## src/rtl/pong_game_ctrl.sv

```systemverilog
// pong_game_ctrl: serve/play/point/over sequencer and score keeper for the Pong datapath.
// Define PONG_PAUSE_EN to add the pause input and the PAUSED state.
module pong_game_ctrl #(
  parameter int SERVE_FRAMES = 60,
  parameter int POINT_FRAMES = 90,
  parameter int WIN_SCORE    = 7,
  parameter int SCORE_W      = 4,
  parameter int EOF_Y        = 481
) (
  input  logic               clk25M,
  input  logic               reset_n,
  input  logic [9:0]         x,
  input  logic [9:0]         y,
  input  logic               start,
  input  logic               miss_l,
  input  logic               miss_r,
`ifdef PONG_PAUSE_EN
  input  logic               pause,
`endif
  output logic               ball_move_en,
  output logic               ball_respawn,
  output logic               serve_dir,
  output logic [SCORE_W-1:0] score_l,
  output logic [SCORE_W-1:0] score_r,
  output logic               game_over,
  output logic               winner,
  output logic [2:0]         state_o
);

  // state    | meaning
  // S_IDLE   | waiting for start, scores cleared on the way out
  // S_SERVE  | ball held at centre for SERVE_FRAMES frames
  // S_PLAY   | ball moving, misses scored
  // S_POINT  | freeze after a point for POINT_FRAMES frames
  // S_OVER   | game finished, winner valid
  // S_PAUSED | frozen, returns to saved state (PONG_PAUSE_EN only)
  typedef enum logic [2:0] {
    S_IDLE   = 3'd0,
    S_SERVE  = 3'd1,
    S_PLAY   = 3'd2,
    S_POINT  = 3'd3,
    S_OVER   = 3'd4,
    S_PAUSED = 3'd5
  } state_t;

  localparam logic [7:0]         SERVE_LAST = 8'(SERVE_FRAMES - 1);
  localparam logic [7:0]         POINT_LAST = 8'(POINT_FRAMES - 1);
  localparam logic [SCORE_W-1:0] WIN        = SCORE_W'(WIN_SCORE);
  localparam logic [SCORE_W-1:0] SCORE_MAX  = '1;
  localparam logic [SCORE_W-1:0] SCORE_ONE  = SCORE_W'(1);

  state_t               r_state;
  logic [7:0]           r_cnt;
  logic [SCORE_W-1:0]   r_score_l;
  logic [SCORE_W-1:0]   r_score_r;
  logic                 r_serve_dir;
  logic                 r_winner;
  logic                 r_respawn;
  logic                 r_start_q;
`ifdef PONG_PAUSE_EN
  state_t               r_resume;
`endif

  logic w_frame_tick;
  logic w_start_rise;
  logic w_win_reached;

  assign w_frame_tick  = (x == 10'd0) && (y == 10'(EOF_Y));
  assign w_start_rise  = start & ~r_start_q;
  assign w_win_reached = (r_score_l == WIN) || (r_score_r == WIN);

  always_ff @(posedge clk25M or negedge reset_n) begin
    if (!reset_n) begin
      r_state     <= S_IDLE;
      r_cnt       <= 8'd0;
      r_score_l   <= '0;
      r_score_r   <= '0;
      r_serve_dir <= 1'b1;
      r_winner    <= 1'b0;
      r_respawn   <= 1'b0;
      r_start_q   <= 1'b0;
`ifdef PONG_PAUSE_EN
      r_resume    <= S_IDLE;
`endif
    end else begin
      r_start_q <= start;
      r_respawn <= 1'b0;
`ifdef PONG_PAUSE_EN
      if ((r_state == S_SERVE || r_state == S_PLAY || r_state == S_POINT) &&
          (w_start_rise || pause)) begin
        r_resume <= r_state;
        r_state  <= S_PAUSED;
      end else
`endif
      case (r_state)
        S_IDLE, S_OVER: begin
          if (w_start_rise) begin
            r_state     <= S_SERVE;
            r_cnt       <= 8'd0;
            r_score_l   <= '0;
            r_score_r   <= '0;
            r_serve_dir <= 1'b1;
            r_respawn   <= 1'b1;
          end
        end
        S_SERVE: begin
          if (w_frame_tick) begin
            if (r_cnt == SERVE_LAST) begin
              r_state <= S_PLAY;
              r_cnt   <= 8'd0;
            end else begin
              r_cnt <= r_cnt + 8'd1;
            end
          end
        end
        S_PLAY: begin
          if (miss_l || miss_r) begin
            r_state <= S_POINT;
            r_cnt   <= 8'd0;
            // simultaneous misses void the rally
            if (miss_l && !miss_r) begin
              r_serve_dir <= 1'b0;
              if (r_score_r != SCORE_MAX) r_score_r <= r_score_r + SCORE_ONE;
            end else if (miss_r && !miss_l) begin
              r_serve_dir <= 1'b1;
              if (r_score_l != SCORE_MAX) r_score_l <= r_score_l + SCORE_ONE;
            end
          end
        end
        S_POINT: begin
          if (w_frame_tick) begin
            if (r_cnt == POINT_LAST) begin
              r_cnt <= 8'd0;
              if (w_win_reached) begin
                r_state  <= S_OVER;
                r_winner <= (r_score_r == WIN);
              end else begin
                r_state   <= S_SERVE;
                r_respawn <= 1'b1;
              end
            end else begin
              r_cnt <= r_cnt + 8'd1;
            end
          end
        end
`ifdef PONG_PAUSE_EN
        S_PAUSED: begin
          if (w_start_rise && !pause) r_state <= r_resume;
        end
`endif
        default: r_state <= S_IDLE;
      endcase
    end
  end

  assign ball_move_en = (r_state == S_PLAY) && w_frame_tick;
  assign ball_respawn = r_respawn;
  assign serve_dir    = r_serve_dir;
  assign score_l      = r_score_l;
  assign score_r      = r_score_r;
  assign game_over    = (r_state == S_OVER);
  assign winner       = r_winner;
  assign state_o      = r_state;

endmodule

```

## config.mk

```make
export PLATFORM = sky130hd
export DESIGN_NAME = pong_game_ctrl
export DESIGN_NICKNAME = d
export VERILOG_FILES = /design/src/rtl/pong_game_ctrl.sv
export SDC_FILE = /design/constraint.sdc
export NUM_CORES = 1
export LEC_CHECK = 0
export ABC_AREA = 1
export BUFFER_PORTS_ARGS = -buffer_cell sky130_fd_sc_hd__buf_2
export CAP_MARGIN = 20
export CORE_MARGIN = 2
export CORE_UTILIZATION = 48
export CTS_CLUSTER_DIAMETER = 150
export DETAILED_ROUTE_END_ITERATION = 8
export PLACE_DENSITY_LB_ADDON = 0.1
export SYNTH_ARGS = -nofsm -noshare
export SYNTH_HDL_FRONTEND = slang
export SYNTH_SLANG_ARGS = --single-unit
```

## constraint.sdc

```tcl
create_clock -name clk25M -period 1.31 [get_ports clk25M]
set_input_delay 0.131 -clock clk25M [delete_from_list [all_inputs] [get_ports clk25M]]
set_output_delay 0.131 -clock clk25M [all_outputs]
set_load 0.005 [all_outputs]
```

==> run metrics <==
status finished with violations; failing checks setup timing; worst hold path type primary input to flop; global-route wire length before repair 7870 µm; PwrDens 1650 nW/µm²; # diodes 0; vias per cell 4.97; most common cell after layout, fill and taps aside nand2_1; Buf+Inv Stages, Crit Path 3; I/O pins 41; dpl ws -0.140 ns; effective utilization at floorplan 50.4%; Max-cap violations 0; largest net degree at the start of global routing 24; Hold Fails Final Rpt 0; static leakage 1.36 nW; Syn. warnings 0; worst reg2reg setup slack -0.26 ns; Yosys top cell area share 32.4%; grt total ovfl 0; area leader, netlist dfrtp_1; CP required 1.54 ns; final hold slack 0.194 ns; synthesis-stage register bit count 23; most frequent CP cell nand2_2; clock tree buffer depth 2; fraction of layout cells with a size suffix above 1 41.5%; number of port buffers 40; Max stage delay on crit path 0.48 ns; Max Slew Vio Count 0; Final setup viols 24; via count of the first global-routing pass 1932; CTS tree built; top_reg_cell synth dfrtp_1; Reg clk slew, reported paths 0.14 ns; fin nets 387; peak fanout along the critical path 4; clock sink count 23; total die area 4030 µm²; drt initial violations 113; TritonCTS Buffers 3; VDD IR-drop max 1.15 mV; CORE AREA 3360 µm²; Die Y 63.5 µm; Synth async-reset ratio 100%; Layout area overhead 51.0%; Post-synth EDFFs 0; final core utilization 76.2%; Post-DP HPWL 3360 µm; vias 1987; register area share after synthesis 34.0%; syn nets 291; DR WL/cell 12.3 µm; drt first pass iters 4; CP max stage cell dfrtp_2; drc violations 0; synth unique cells 26; CTS H-tree depth 1; slew of the pin with the lowest slew margin 0.550 ns; initial antenna violation count 0; Die Wd 63.5 µm; most frequent cells in the layout 79 x nand2_1, 42 x buf_4, 40 x buf_2; Placer Congestion 0.922; Routed WL 4910 µm; RSZ-0062 raised after global routing true; Worst Setup Start Kind flop; CP cell instances nor2_4 -> inv_2 -> buf_4 -> nand2_2 -> inv_2 -> nor3_4 -> nand2_2 -> nand2_2 -> nand2_2; Post-Syn Area per Cell 6.55 µm²; clock root cell clkbuf_4; Synth Instances 259; Post-Synthesis Cell Area 1700 µm²; worst setup margin -0.256 ns; Final Skew 0.00164 ns; largest cells by area after synthesis dfrtp_1 32%, nand2_1 21%, nand3_1 9.1%; fillers 266; WP data arrival 1.80 ns; crit share post-route 120%; min Tclk post-route 1.57 ns; delay-heaviest family, CP simple AND/OR/NAND/NOR gates; Crit. End Element flop; fmax 639 MHz; residual antenna-violating net count after detailed routing 0; GRT Overall Usage 24.6%; Clock Latency Late Sink 0.33 ns; std cell rows 21; Rel. slew slack 63.3%; kind of critical path flop to flop
## cells by family after synthesis
logic type | Yosys count | share of synthesized area (%)
xor gates and xnor gates | 5 | 2.58
buffers and inverters | 31 | 7.08
and+or+nand+nor | 178 | 46.2
DFF | 23 | 34.0
adders and majority gates | 7 | 5.16
AOI/OAI and AO/OA | 15 | 4.94
## tightest hold or removal path, stage by stage
cell and delay, ns:
buf_2 0.07, nor2_1 0.04, nand2_1 0.05, nor2_1 0.08, nand4_1 0.08, nand2_1 0.05
## worst paths after layout
kind,startpoint,endpoint,depth (start not counted)
worst max-delay path,state_o[1]$_DFFE_PN0P_,score_l[1]$_DFFE_PN0P_,9
min in group asynchronous,reset_n,score_r[1]$_DFFE_PN0P_,2
worst min register to register,serve_dir$_DFFE_PN1P_,serve_dir$_DFFE_PN1P_,2
worst min-delay path,x[8],winner$_DFFE_PN0P_,6
max in group asynchronous,reset_n,state_o[0]$_DFFE_PN0P_,2
worst max register to register,state_o[1]$_DFFE_PN0P_,score_l[1]$_DFFE_PN0P_,9
## timing repair
item / CTS / global route
buffers inserted: 9 / 3
endpoints found under the hold margin: 23 / 0
setup endpoints to repair: 22 / 25
pin swaps: 10 / 13
gates resized for setup: 22 / 29
hold buffers: 2 / 0
## area by class of cell
class | instances | area (µm²) | area share [%]
sequential | 23 | 579 | 22.6
tap | 46 | 57.6 | 2.25
clock inverter | 1 | 5.00 | 0.195
timing repair buffer | 92 | 634 | 24.8
inverter | 30 | 113 | 4.40
multi-input combinational | 205 | 1150 | 44.9
clock buffer | 3 | 22.5 | 0.879
## Yosys cell counts (3+ instances only)
master and number:
a21oi_1 3, dfrtp_1 22, ha_1 7, inv_1 27, inv_2 3, nand2_1 94
nand2_2 4, nand3_1 31, nand3b_1 3, nor2_1 32, nor2_2 5, o21ai_0 8
xor2_1 4
## registers in the layout, indices dropped and copies added (netlist names)
| signal | count |
|---|---|
| r_cnt | 8 |
| state_o | 3 |
| ball_respawn | 1 |
| score_l | 4 |
| serve_dir | 1 |
| score_r | 4 |
| r_start_q | 1 |
| winner | 1 |
## layer usage
layer	GRT usage, %	up-vias	part of all wire, %
li1	-	1010	-
met2	48.3	39	55
met3	2.86	11	3.1
met1	27.0	927	40
met5	0	-	0
met4	7.61	0	2.2
## power by group
group          internal (mW)  total [mW]  switching [mW]  leakage [nW]
sequential             0.873       0.998           0.125         0.306
combinational           1.31        2.86            1.56          1.04
clock                  0.115       0.359           0.245        0.0177
## stage by stage
stage               setup TNS, ns  instances  total power, mW  area [µm²]
finish                      -3.70        400             4.22        2560
global route                -5.42        400             4.48        2560
CTS                         -2.86        397             3.85        2450
detailed placement          -2.18        382             3.12        2270
global placement            -1.95        382             3.08        2270
floorplan                  -0.635        259             2.19        1720
Power figures use the tool's default switching activity.
